<file path="src/rtl/uart_frame_pkg.sv">
// Shared types and constants for the UART frame receiver.
// Build option: UART_FRAME_CHECKSUM_EN adds the S_CHECK state (trailing XOR checksum byte).
package uart_frame_pkg;

    // Receiver FSM states; S_CHECK only exists when the checksum byte is part of the frame.
    typedef enum logic [2:0] {
        S_SYNC    = 3'd0,
        S_CMD     = 3'd1,
        S_LEN     = 3'd2,
        S_PAYLOAD = 3'd3
`ifdef UART_FRAME_CHECKSUM_EN
        ,
        S_CHECK   = 3'd4
`endif
    } state_t;

    // Cause reported on err_code alongside a frame_error pulse.
    localparam logic [1:0] ERR_LEN     = 2'd0;
    localparam logic [1:0] ERR_CSUM    = 2'd1;
    localparam logic [1:0] ERR_TIMEOUT = 2'd2;
    localparam logic [1:0] ERR_UART    = 2'd3;

    localparam logic [7:0] DEFAULT_SYNC_BYTE = 8'hAA;

endpackage

</file>
<file path="src/rtl/uart_frame_timeout.sv">
// Inter-byte watchdog: reloads on every kick and counts down while enabled.
// Outside the frame (enable low) it parks at zero so expired cannot assert.
module uart_frame_timeout #(
    parameter logic [23:0] TIMEOUT_CYCLES = 24'd260000
) (
    input  logic clk,
    input  logic rst,
    input  logic enable,
    input  logic kick,
    output logic expired
);

    logic [23:0] count;

    // Countdown register: kick wins, otherwise decrement toward zero while enabled.
    always_ff @(posedge clk) begin
        if (rst) begin
            count <= 24'd0;
        end else if (kick) begin
            count <= TIMEOUT_CYCLES;
        end else if (!enable) begin
            count <= 24'd0;
        end else if (count != 24'd0) begin
            count <= count - 24'd1;
        end else begin
            count <= count;
        end
    end

    assign expired = enable && (count == 24'd0);

endmodule

</file>
<file path="src/rtl/uart_frame_rx.sv">
// Frame parser for bytes from a UART receiver:
//   SYNC_BYTE, cmd, len, len payload bytes [, XOR checksum].
// Build option: UART_FRAME_CHECKSUM_EN enables the trailing checksum byte.
// Good frames pulse frame_valid one cycle after their last byte; discarded
// frames pulse frame_error with a cause in err_code and leave frame_* untouched.
module uart_frame_rx
    import uart_frame_pkg::*;
#(
    parameter int          MAX_PAYLOAD    = 8,
    parameter logic [7:0]  SYNC_BYTE      = DEFAULT_SYNC_BYTE,
    parameter logic [23:0] TIMEOUT_CYCLES = 24'd260000
) (
    input  logic                     clk,
    input  logic                     rst,
    input  logic                     received,
    input  logic [7:0]               rx_byte,
    input  logic                     recv_error,
    output logic                     frame_valid,
    output logic [7:0]               frame_cmd,
    output logic [3:0]               frame_len,
    output logic [MAX_PAYLOAD*8-1:0] frame_payload,
    output logic                     frame_error,
    output logic [1:0]               err_code,
    output logic                     busy
);

    state_t                   state;
    logic [7:0]               cmd_r;
    logic [3:0]               len_r;
    logic [3:0]               idx_r;
    logic [MAX_PAYLOAD*8-1:0] payload_r;
`ifdef UART_FRAME_CHECKSUM_EN
    logic [7:0]               csum_r;
`endif

    logic [MAX_PAYLOAD*8-1:0] payload_next_s;
    logic [MAX_PAYLOAD*8-1:0] payload_masked_s;
    logic                     timeout_s;

    uart_frame_timeout #(
        .TIMEOUT_CYCLES(TIMEOUT_CYCLES)
    ) u_timeout (
        .clk     (clk),
        .rst     (rst),
        .enable  (state != S_SYNC),
        .kick    (received),
        .expired (timeout_s)
    );

    // Working payload with the current byte merged in, and the copy with bytes at index >= len zeroed.
    always_comb begin
        payload_next_s = payload_r;
        if (idx_r < 4'(MAX_PAYLOAD)) begin
            payload_next_s[{idx_r, 3'b000} +: 8] = rx_byte;
        end else begin
            payload_next_s = payload_r;
        end
        payload_masked_s = '0;
        for (int i = 0; i < MAX_PAYLOAD; i++) begin
            if (i < int'(len_r)) begin
                payload_masked_s[i*8 +: 8] = payload_next_s[i*8 +: 8];
            end else begin
                payload_masked_s[i*8 +: 8] = 8'h00;
            end
        end
    end

    // Frame FSM with registered strobes; UART error beats a byte, a byte beats a timeout.
    always_ff @(posedge clk) begin
        if (rst) begin
            state         <= S_SYNC;
            cmd_r         <= 8'h00;
            len_r         <= 4'd0;
            idx_r         <= 4'd0;
            payload_r     <= '0;
`ifdef UART_FRAME_CHECKSUM_EN
            csum_r        <= 8'h00;
`endif
            frame_valid   <= 1'b0;
            frame_error   <= 1'b0;
            frame_cmd     <= 8'h00;
            frame_len     <= 4'd0;
            frame_payload <= '0;
            err_code      <= 2'd0;
        end else begin
            frame_valid <= 1'b0;
            frame_error <= 1'b0;
            if (recv_error && (state != S_SYNC)) begin
                frame_error <= 1'b1;
                err_code    <= ERR_UART;
                state       <= S_SYNC;
            end else if (received) begin
                case (state)
                    S_SYNC: begin
                        if (rx_byte == SYNC_BYTE) begin
                            state     <= S_CMD;
                            payload_r <= '0;
                            idx_r     <= 4'd0;
`ifdef UART_FRAME_CHECKSUM_EN
                            csum_r    <= 8'h00;
`endif
                        end else begin
                            state <= S_SYNC;
                        end
                    end
                    S_CMD: begin
                        cmd_r  <= rx_byte;
`ifdef UART_FRAME_CHECKSUM_EN
                        csum_r <= csum_r ^ rx_byte;
`endif
                        state  <= S_LEN;
                    end
                    S_LEN: begin
                        len_r  <= rx_byte[3:0];
                        idx_r  <= 4'd0;
`ifdef UART_FRAME_CHECKSUM_EN
                        csum_r <= csum_r ^ rx_byte;
`endif
                        if (rx_byte > 8'(MAX_PAYLOAD)) begin
                            frame_error <= 1'b1;
                            err_code    <= ERR_LEN;
                            state       <= S_SYNC;
                        end else if (rx_byte == 8'h00) begin
`ifdef UART_FRAME_CHECKSUM_EN
                            state <= S_CHECK;
`else
                            frame_valid   <= 1'b1;
                            frame_cmd     <= cmd_r;
                            frame_len     <= 4'd0;
                            frame_payload <= '0;
                            state         <= S_SYNC;
`endif
                        end else begin
                            state <= S_PAYLOAD;
                        end
                    end
                    S_PAYLOAD: begin
                        payload_r <= payload_next_s;
                        idx_r     <= idx_r + 4'd1;
`ifdef UART_FRAME_CHECKSUM_EN
                        csum_r    <= csum_r ^ rx_byte;
`endif
                        if (idx_r == (len_r - 4'd1)) begin
`ifdef UART_FRAME_CHECKSUM_EN
                            state <= S_CHECK;
`else
                            frame_valid   <= 1'b1;
                            frame_cmd     <= cmd_r;
                            frame_len     <= len_r;
                            frame_payload <= payload_masked_s;
                            state         <= S_SYNC;
`endif
                        end else begin
                            state <= S_PAYLOAD;
                        end
                    end
`ifdef UART_FRAME_CHECKSUM_EN
                    S_CHECK: begin
                        if (rx_byte == csum_r) begin
                            frame_valid   <= 1'b1;
                            frame_cmd     <= cmd_r;
                            frame_len     <= len_r;
                            frame_payload <= payload_masked_s;
                        end else begin
                            frame_error <= 1'b1;
                            err_code    <= ERR_CSUM;
                        end
                        state <= S_SYNC;
                    end
`endif
                    default: begin
                        state <= S_SYNC;
                    end
                endcase
            end else if (timeout_s) begin
                frame_error <= 1'b1;
                err_code    <= ERR_TIMEOUT;
                state       <= S_SYNC;
            end else begin
                state <= state;
            end
        end
    end

    assign busy = (state != S_SYNC);

endmodule

</file>
<file path="config.mk">
export PLATFORM = sky130hd
export DESIGN_NAME = uart_frame_rx
export DESIGN_NICKNAME = d
export VERILOG_FILES = /design/src/rtl/uart_frame_pkg.sv /design/src/rtl/uart_frame_timeout.sv /design/src/rtl/uart_frame_rx.sv
export SDC_FILE = /design/constraint.sdc
export NUM_CORES = 1
export LEC_CHECK = 0
export CAP_MARGIN = 20
export CORE_ASPECT_RATIO = 1.4
export CORE_MARGIN = 5
export CORE_UTILIZATION = 45
export CTS_CLUSTER_DIAMETER = 80
export DETAILED_ROUTE_END_ITERATION = 10
export HOLD_SLACK_MARGIN = 0.03
export PLACE_DENSITY = 0.67
export SLEW_MARGIN = 20
export SYNTH_ARGS = -nofsm -noshare
export SYNTH_HDL_FRONTEND = slang
export SYNTH_HIERARCHICAL = 1
export SYNTH_SLANG_ARGS = --single-unit
export TNS_END_PERCENT = 30
</file>
<file path="constraint.sdc">
create_clock -name clk -period 3.78 [get_ports clk]
set_clock_uncertainty 0.2 [all_clocks]
set_input_delay 0.378 -clock clk [delete_from_list [all_inputs] [get_ports clk]]
set_output_delay 0.378 -clock clk [all_outputs]
set_load 0.1 [all_outputs]
</file>
==> results of run 1 <==
layer usage:
| metal | track usage [%] | wire (um) | share of wire [%] |
|---|---|---|---|
| met2 | 35.5 | 12200 | 48 |
| met5 | 0 | 0 | 0 |
| met4 | 6.30 | 516 | 2.0 |
| met3 | 4.30 | 1410 | 5.6 |
| met1 | 27.5 | 11200 | 44 |
final timing paths:
check,start,endpoint,slack [ns],cells past startpoint
hold / removal,payload_r[59],payload_r[59],0.25,2
setup / recovery,idx_r[1],payload_r[50],0.53,7
hold reg to reg,payload_r[59],payload_r[59],0.25,2
setup reg to reg,idx_r[1],payload_r[50],0.53,7
metrics by stage:
step	utilization [%]	hold WS, ns	cells	worst slack, ns
2_1_floorplan	-	0.220	1047	0.776
3_3_place_gp	51.4	0.230	1359	0.713
4_1_cts	54.4	0.253	1391	0.627
5_1_grt	54.4	0.280	1391	0.371
6_report	54.4	0.253	1391	0.530
3_5_place_dp	51.4	0.242	1359	0.665
final cells by class:
| type | instances | area (sq um) |
|---|---|---|
| sequential | 186 | 3720 |
| inverter | 29 | 109 |
| multi-input combinational | 758 | 5170 |
| timing repair buffer | 130 | 1200 |
| tap | 256 | 320 |
| fill | 1944 | 9330 |
| clock buffer | 18 | 439 |
| clock inverter | 14 | 183 |
report_power, final:
part / leakage (nW) / switching (W) / total, W / internal, W
logic: 2.15 / 0.000114 / 0.000169 / 0.0000548
registers: 1.50 / 0.00000813 / 0.00197 / 0.00196
clock network: 0.289 / 0.000816 / 0.00189 / 0.00107
total: 3.94 / 0.000939 / 0.00403 / 0.00309
logic make-up (layout without fill, tap and decap cells):
| kind of cell | Yosys count | after routing | synth area share (%) |
|---|---|---|---|
| AND/OR/NAND/NOR | 407 | 407 | 24.2 |
| adder cells (fa/ha/maj) | 9 | 9 | 1.21 |
| AO/OA/AOI/OAI | 229 | 229 | 16.2 |
| flip-flops | 186 | 186 | 39.9 |
| XOR/XNOR | 11 | 11 | 1.19 |
| multiplexers | 102 | 102 | 12.5 |
| buffers and inverters | 103 | 191 | 4.72 |
worst max-delay path, delay by kind of cell, from the launching register on:
kind / cells / cell delay [ns]
buf+inv: 1 / 0.12
compound gates: 1 / 0.18
flops: 1 / 0.55
fa+ha+maj: 1 / 0.58
simple gates: 4 / 1.54
synth_stat cells, drive strengths merged, types with 7 or more instances:
library cell and number:
buf 21, nor3 12, mux2 56, inv 29, a21oi 68, a22o 20, clkbuf 53, nand3 42
nor2b 68, or3 15, nand2 80, ha 9, o32ai 29, or4 7, dfxtp 186, nand2b 43
nor4 14, xnor2 7, and3 8, and2 10, nor3b 10, o21ai 56, nor2 59, nand4 17
a22oi 9, mux2i 46
state kept, by name, summed over array words and instances (netlist names):
name and count:
payload_r 64, frame_valid 1, frame_len 4, state 2, idx_r 4, len_r 4, frame_payload 64, u_timeout/count 24
err_code 2, cmd_r 8, frame_cmd 8, frame_error 1
==> results.txt, run 1 <==
The HPWL after detailed placement came out at 17300 um. After detailed routing, the average wire length per cell comes to 18.2 um. The count of final max-slew check failures was 0. Compared with the post-synthesis result, the final layout area differs by 19.5%. The critical path data arrival time is roughly 3.4 ns. The nature of the critical path startpoint is a flop.

The post-synth design cell area came out at 9330 sq um. For the final routed database, the setup TNS stands at 0 ns. The post-synthesis average cell area came out at 8.91 sq um. The post-synthesis register bit count came out at 186. The die is between 100 and 150 um wide. TritonCTS created 17 clock buffers. The area of the die is around 24000 sq um.

The library cell used most frequently in the layout, excluding fill and tap cells, is sky130_fd_sc_hd__dfxtp_1. The via count of the first global-routing pass came out at just under 8000. The final number of hold-violating endpoints is 0. The most used flip-flop cell after synthesis is sky130_fd_sc_hd__dfxtp_1. The worst relative slew slack came out at around 34%. The max capacitance violation total is 0. The via count is 7950. The final critical-path required period came out at roughly 3.2 ns.

The sequential area share after synthesis is approximately 40%. STA puts the critical path data required time at 3.94 ns. The antenna cell count is 0.

The peak supply drop is between 0.0003 and 0.0004 V. The flow ran to the end, and the final reports show no timing, DRC or antenna violations. The delay contributed by the slowest stage of the critical path came out at a little under 0.6 ns.

After clock tree synthesis, the clock-pin slew on the worst setup and hold paths is 0.07 ns. The post-placement cell area is roughly 11000 sq um. The detailed-routing iteration count for the pre-antenna-repair pass is 5. The remaining design rule violation count came out at 0. The async set-reset flop share out of synthesis came out at 0%. The H-tree depth came out at 4.

The unique cell type count in the Yosys netlist is 71. After the first detailed-routing iteration, the DRC count stood at 581. The leakage power figure came out at 3.94 nW. The biggest area contributor in the post-synthesis netlist is sky130_fd_sc_hd__dfxtp_1. After synthesis, the cell types taking the most area are sky130_fd_sc_hd__dfxtp_1 (40%), sky130_fd_sc_hd__mux2i_1 (4.9%), sky130_fd_sc_hd__nor2b_1 (4.6%).

Synthesis produced a netlist whose cell count is between 1000 and 1500. The number of gates resized after CTS is 0. The largest net degree at the start of global routing came out at 102. Global routing used 21.1% of the available tracks. Static timing analysis puts the maximum clock frequency at 0.308 GHz. The worst-margin pin slew came out at ~1 ns. The number of antenna violations at the first check in global routing is 0. In this run the remaining antenna-violating nets after routing total 0. Synthesis produced a netlist with a net count of ~1100.

The finished cells cover between 10000 and 15000 sq um. The clock tree from TritonCTS is yes. The critical path in this run is classified as flop to flop. Counting flops with a built-in enable in the synthesized netlist gives 0. The final wirelength is about 25000 um. The clock root buffer is sky130_fd_sc_hd__clkbuf_16. The number of buffers inserted for hold repair after clock tree synthesis is 0. The total core area came out at around 20000 sq um. The count of port buffers added during placement came out at 92. The routed via count divided by cell count is ~5.7. The total chip power came out at slightly above 0.004 W. The critical path goes through inv_1 > ha_1 > nor3b_1 > nand2_1 > nor2_1 > a22oi_1 > nor2_1. The share of the synthesized area in the top cell type came out at between 30% and 40%. Counting stages on the worst path, the most repeated cell is sky130_fd_sc_hd__nor2_1. The chip height is approximately 180 um. The I/O pin count came out at 93. Setup repair after global routing left no endpoint under its margin. The share of the clock period used by the worst path is 86.0%. The global-route wire length before repair came out at 41500 um. In this run the deepest clock path goes through 2 buffers.

The path class of the tightest hold or removal check is flop to flop. STA classifies the critical path endpoint as a flop. The total clock sinks came out at 186. After global routing the overflow that remains totals 0. The insertion delay to the later sink of the worst-skew pair came out at 0.43 ns. Among all stages on the critical path, the largest delay is contributed by sky130_fd_sc_hd__ha_1.

The final weighted congestion of routability-driven global placement is 0.928. The top cell types in the final layout, fill and taps aside, are sky130_fd_sc_hd__dfxtp_1 (186), sky130_fd_sc_hd__clkdlybuf4s50_1 (90), sky130_fd_sc_hd__nand2_1 (80). The net count reported at finish is 1143. In this run the power density over the cells is 362 nW/um^2.

Of the cells placed in the final design, the portion with a size suffix greater than 1 is approximately an eighth. The number of cell rows came out at 62. The initial cell density of the core came out at 45.5%. The number of buffers added for setup after CTS is 0.

Setup violations remaining at the end of the flow were counted as 0. The largest fanout on the critical path came out at 15. The number of warnings issued by yosys is 6.
Power figures use the tool's default switching activity.
==> inputs of run 2 (changes only) <==
Settings changed: CORE_MARGIN 5 to 2.
==> run 2 against run 1 <==
- sequential power about the same
- via count is 0.84% higher
- highest routed layer unchanged
- sequential cell count stayed put
- non-clock buffer count decreased by 3
- critical endpoint is now state[1]
- core utilization barely moved
==> results.txt, run 2 (same netlist as run 1, synthesis figures left out) <==
The flow ran to the end, and the final reports show no timing, DRC or antenna violations. The buffer depth of the longest clock path came out at 2. The count of final max-slew check failures is 0. The tightest hold path in the finished design has a slack of 0.202 ns.

The count of buffers added on input and output ports is 92. The share of the clock period used by the worst path is roughly 80%. The remaining antenna violation count after routing came out at 0. The least setup slack across all paths after layout came out at between 0.7 and 0.8 ns. Entering global routing, the biggest net connects a little over 60 pins. Row generation in the floorplan step produced between 60 and 70 rows. Clock latency on the worst-skew pair, taken at its later pin, is between 0.4 and 0.5 ns. In this run, CTS created clock tree buffers numbering 17.

The final number of hold-violating endpoints came out at 0. The peak supply drop is 0.000315 V. Setup total negative slack on the finished layout was measured at 0 ns. The final wirelength is approximately 26000 um. The chip height is 174 um. The filler cells instantiated in the layout total around 1900.

The fraction of layout instances using a drive strength above 1 came out at 12.8%. In this run the most critical hold path is launched from rst. Clock-pin slew was measured on the worst setup and hold paths at approximately 0.080 ns. The delay contributed by the slowest stage of the critical path is about 0.66 ns.

Setup repair after global routing left no endpoint under its margin. The count of endpoints failing setup in the final report came out at 0. The library cell used most frequently in the layout, excluding fill and tap cells, is sky130_fd_sc_hd__dfxtp_1. The worst setup path is of the flop to flop kind. The area of the die is approximately 22000 sq um. The HPWL after detailed placement came out at ~18000 um. The total core area is 20400 sq um. The leakage power figure is between 3 and 4 nW. The setup check on the worst reg-to-reg path leaves a slack of between 0.7 and 0.8 ns.

The largest fanout on the critical path is 9. The top cell types in the final layout, fill and taps aside, are sky130_fd_sc_hd__dfxtp_1 (186), sky130_fd_sc_hd__clkdlybuf4s50_1 (90), sky130_fd_sc_hd__nand2_1 (80). The highest clock rate is roughly 0.33 GHz. The total clock sinks came out at 186. The H-tree was split into 4 levels. Following the worst setup path forward leads to its endpoint at state[1]. In this run the power density over the cells is ~350 nW/um^2. In this run, the number of DRC markers left after iteration 0 of detailed routing was between 500 and 600.

The routed via count divided by cell count is slightly below 6. The remaining design rule violation count is 0. The average detailed-routed wire length per instance came out at roughly 19 um. The worst-margin pin slew came out at between 1 and 1.5 ns. The net count reported at finish is about 1100.

OpenSTA, run right after detailed placement, puts the worst setup slack at between 0.6 and 0.7 ns. In this run the number of cells on the critical path is 9. The overall die width came out at roughly 130 um.

The number of buffers and inverters on the critical path is 1. The number of antenna violations at the first check in global routing came to 1. The number of buffers added for setup after CTS came out at 0. Across the run, the number of max-cap violations was 0. The clock tree from TritonCTS is yes.

The cell with the biggest individual delay on the critical path is sky130_fd_sc_hd__or4b_2. After routing the design area is 11100 sq um. The reg-to-reg endpoint is state[1].

The via count is 8017. The number of buffers inserted for hold repair after clock tree synthesis came out at 0. The cell count after placement came out at between 1000 and 1500. The final weighted congestion of routability-driven global placement came out at about 0.87.

In the final layout, the multi-input gates occupy about 5200 sq um. The first global-routing pass estimated 41500 um of wire. The total global routing track utilization came out at between 20% and 30%. The count of placed standard cells in the final layout, fillers left out came out at approximately 1400. The detailed-routing iteration count for the pre-antenna-repair pass is 5.

The startpoint identified for the worst register-to-register timing path is u_timeout/count[0]. The length in cells of the worst reg-to-reg path is 9. During I/O placement, the number of pins put on the boundary was 93. Data on the critical path is required at its endpoint by a little under 4 ns. The kind of capture point of the worst setup path is a flop. Once the floorplan was initialized, standard cells occupied 45.7% of the core. The kind of path behind the tightest hold check is primary input to flop. Gates resized during post-CTS repair numbered 0. The layout overhead on the synthesized area came out at 19.0%. In the final layout, the registers with the most flip-flops are frame_payload (64), payload_r (64), u_timeout/count (24).

Data on the critical path arrives at its endpoint at roughly 3.2 ns. The critical path starts at u_timeout/count[0]. The worst relative slew slack is between 30% and 40%. The clock root buffer is sky130_fd_sc_hd__clkbuf_16. The final critical-path required period came out at 3.02 ns.

The post-placement cell area is ~11000 sq um. The cell family with the largest share of critical-path delay is simple AND/OR/NAND/NOR gates. The sequential standard cell area came out at around 3700 sq um. The nature of the critical path startpoint is a flop.

The global-route congestion overflow total came out at 0. Traced cell by cell, the critical path runs through inv_1 > ha_1 > or4b_2 > nor3_2 > and4_1 > nor4_1 > and2_1 > a41o_1 > a31o_2. The via count of the first global-routing pass came out at around 7800.
run 2: cell types whose count changed in the layout (fill, tap and decap cells not counted), sizes merged:
cell | before | now
clkinv | 0 | 4
buf | 40 | 37
inv | 35 | 32
bufinv | 3 | 2
clkbuf | 18 | 19
clkinvlp | 5 | 4
diode | 0 | 1
run 2: metal layers:
layer  share of wire [%]  GRT usage [%]
met5                   0              0
met4                 2.7           10.4
met3                 5.4           3.91
met2                  50           40.2
met1                  42           29.1
run 2: area by class of cell:
class | instances | share of cell area [%]
flip-flops and latches | 186 | 33.5
diodes | 1 | 0.0225
inverters | 29 | 0.981
repair buffers | 127 | 10.7
clock inverters | 13 | 1.30
clock buffers | 19 | 3.90
well taps | 256 | 2.89
multi-input cells | 758 | 46.6
run 2: worst register-to-register path, delay by kind of cell, from the launching register on:
family / cells / cell delay (ns)
flops: 1 / 0.34
simple gates: 5 / 1.72
fa+ha+maj: 1 / 0.16
buf+inv: 1 / 0.10
compound gates: 2 / 0.40
run 2: worst min-delay path by stage:
stage | slack (ns) | endpoint | cells past startpoint
finish | 0.20 | cmd_r[1] | 2
global placement | 0.23 | payload_r[61] | 2
global route | 0.22 | cmd_r[1] | 2
detailed placement | 0.24 | payload_r[59] | 2
CTS | 0.20 | cmd_r[1] | 2
floorplan | 0.22 | payload_r[59] | 2
run 2: power breakdown:
group | internal, W | leakage (nW) | switching, W
Clock | 0.000980 | 0.270 | 0.000809
Sequential | 0.00196 | 1.50 | 0.00000840
Combinational | 0.0000543 | 2.14 | 0.000113
Total | 0.00300 | 3.91 | 0.000930
run 2: stage by stage:
stage          power (W)  utilization [%]
3_3_place_gp     0.00218             51.5
4_1_cts          0.00395             54.4
2_1_floorplan    0.00211                -
5_1_grt          0.00404             54.4
3_5_place_dp     0.00218             51.5
6_report         0.00393             54.4
==> inputs of run 3 (changes only) <==
Settings changed: PLACE_DENSITY 0.67 to 0.7.
Clock period 3.78 ns to 2.6 ns, I/O delays scaled along.
==> run 3 against run 2 <==
- combinational power up 64%
- critical endpoint is now frame_payload[16]
- highest routed layer unchanged
- largest cell class unchanged
- maximum frequency up 21%
- non-clock buffer count up 59
==> results.txt, run 3 (same netlist as run 1, synthesis figures left out) <==
Dividing the detail-routed via count by the number of cells gives ~5.7. The initial cell density of the core came out at 45.7%. In this run, the number of DRC markers left after iteration 0 of detailed routing was roughly 540.

The count of final max-slew check failures is 0. The relative contribution of sequential cells to total power is between 50 and 60%. The total global routing track utilization is a little under a quarter. For the worst-skew pair, the clock arrives at the later sink with an insertion delay of 0.44 ns. The highest clock rate came out at about 0.4 GHz.

The kind of capture point of the worst setup path is a flop. The region available for standard cell placement spans 20400 sq um. Of the cells placed in the final design, the portion with a size suffix greater than 1 is approximately a quarter.

The H-tree depth came out at 4. The count of placed standard cells in the final layout, fillers left out came out at between 1000 and 1500. The largest net degree at the start of global routing came out at between 100 and 150. TritonCTS built the clock tree.

The critical path data arrival time came out at between 2 and 3 ns. The placed instances occupy a cell area of ~11000 sq um. The layout overhead on the synthesized area is 22.4%.

The final number of hold-violating endpoints was 0. The I/O pin count is just over 90. The average detailed-routed wire length per instance is approximately 18 um. Net switching is between 20% and 30% of the power. The least setup slack across all paths after layout came out at between 0.1 and 0.15 ns. The peak supply drop came out at ~0.00044 V.

On the critical path the largest part of the delay comes from simple AND/OR/NAND/NOR gates. In the routed design, unresolved DRC markers number 0. The via count is just over 8000. The signal on the critical path passes through inv_1 > ha_4 > or3b_2 > a21boi_1 > buf_4 > mux2i_1 > nor2_1 > mux2_2. The path class of the tightest hold or removal check is flop to flop. The overall die width is ~130 um. The final wirelength is 25400 um. The worst-margin pin slew is a little under 0.8 ns. The number of antenna violations at the first check in global routing came out at 0. The final weighted congestion of routability-driven global placement came out at between 0.8 and 0.9.

The cell count after placement is approximately 1400. The final critical-path required period is ~2.5 ns. The detailed-routing iteration count for the pre-antenna-repair pass came out at 7. The count of port buffers added during placement came out at roughly 90. The post-route standard cell area excluding fillers is between 10000 and 15000 sq um. The first global-routing pass estimated slightly above 40000 um of wire. The floorplan step set the die height to around 170 um.

The total chip power is between 0.005 and 0.006 W. The clock drives roughly 190 sinks. The area of the multi-input gates is about 5200 sq um. The sequential standard cell area came out at approximately 3700 sq um. Summed over all nets, the switching power comes to between 0.001 and 0.0015 W. The flow ran to the end, and the final reports show no timing, DRC or antenna violations. The share of power burned in the clock network is approximately 45%. In this run the remaining antenna-violating nets after routing total 0. In the layout the commonest cells are sky130_fd_sc_hd__dfxtp_1 (185), sky130_fd_sc_hd__buf_4 (171), sky130_fd_sc_hd__nand2_1 (80). Setup repair after global routing left no endpoint under its margin. The worst setup path is of the flop to flop kind.

The max capacitance violation total is 0. The buffer depth of the longest clock path is 2. The largest registers in the layout are frame_payload (64), payload_r (64), u_timeout/count (24). The most common library cell in the layout ignoring fill and taps is sky130_fd_sc_hd__dfxtp_1.

Summed over all nets, the half-perimeter wirelength after detailed placement is approximately 18000 um. 0 antenna diodes ended up in the layout. The clock-pin slew reported for the worst setup and hold paths after clock tree synthesis came out at roughly 0.080 ns. The TritonCTS buffer count came out at 17. The area of the die came out at roughly 22000 sq um. CTS placed an instance of sky130_fd_sc_hd__clkbuf_16 at the clock tree root. Measured against its own limit, the worst slew margin works out to between 40 and 50%. The count of endpoints failing setup in the final report is 0. The share of the clock period used by the worst path is 95.9%. The part of the total power dissipated in combinational logic came out at 4.8%.

In this run the worst path has a maximum fanout of 6. The number of cell rows is 62. The leakage power figure is 4.40 nW. The setup slack after placement came out at -0.152 ns. Internal power comes to roughly 0.0043 W. The net count reported at finish came out at 1199.

The required time of the critical path came out at 2.73 ns. The via count of the first global-routing pass was roughly 8000. The filler cells instantiated in the layout total 1856.

For this design the ratio of total power to cell area is 496 nW/um^2. The largest single stage delay on the critical path is 0.48 ns. The worst setup path is launched from a flop.

The global-route congestion overflow total came out at 0. The number of buffers and inverters on the critical path is 2. The cell with the biggest individual delay on the critical path is sky130_fd_sc_hd__or3b_2.
## run 3: timing repair
action	in CTS	in global routing
setup endpoints to repair	2	40
setup buffers	0	1
hold buffers	1	0
pin swaps	0	1
gates resized for setup	2	5
endpoints found under the hold margin	4	0
## run 3: worst register-to-register path, cell delays in order (launching register included)
cell and delay (ns):
sky130_fd_sc_hd__dfxtp_1 0.34, sky130_fd_sc_hd__inv_1 0.09, sky130_fd_sc_hd__ha_4 0.18, sky130_fd_sc_hd__or3b_2 0.48
sky130_fd_sc_hd__a21boi_1 0.30, sky130_fd_sc_hd__buf_4 0.21, sky130_fd_sc_hd__mux2i_1 0.25, sky130_fd_sc_hd__nor2_1 0.06
sky130_fd_sc_hd__mux2_2 0.27
## run 3: layout make-up
type | instances | share of cell area [%]
tap | 256 | 2.81
inverter | 29 | 0.954
multi-input combinational | 758 | 45.8
clock buffer | 19 | 3.88
timing repair buffer | 186 | 12.9
clock inverter | 13 | 1.05
sequential | 186 | 32.6
## run 3: power groups by stage
stage / Combinational (W) / Clock [W] / Sequential, W
2_1_floorplan: 0.000144 / 0 / 0.00293
3_3_place_gp: 0.000265 / 0 / 0.00293
3_5_place_dp: 0.000266 / 0 / 0.00293
4_1_cts: 0.000270 / 0.00258 / 0.00287
5_1_grt: 0.000294 / 0.00268 / 0.00287
6_report: 0.000274 / 0.00252 / 0.00287
## run 3: final timing paths
| check | start | end | slack (ns) | cells after the start |
|---|---|---|---|---|
| worst max-delay path | idx_r[1] | frame_payload[16] | 0.11 | 8 |
| worst min-delay path | payload_r[34] | payload_r[34] | 0.25 | 2 |
| worst max register to register | idx_r[1] | frame_payload[16] | 0.11 | 8 |
| worst min register to register | payload_r[34] | payload_r[34] | 0.25 | 2 |
## run 3: per-layer routing
layer  share of wire [%]  wire, um  track usage, %
met1                  43     10900            28.9
met2                  49     12600            39.6
met3                 4.3      1100            3.05
met4                 3.2       817            10.4
met5                   0         0               0
## run 3: through the flow
step	hold WS (ns)	TNS, ns	util [%]
after CTS	0.253	0	55.7
after global routing	0.268	0	55.9
final	0.252	0	55.9
after detailed placement	0.242	-3.19	52.9
after global placement	0.231	-3.20	52.9
after floorplan	0.220	0	-
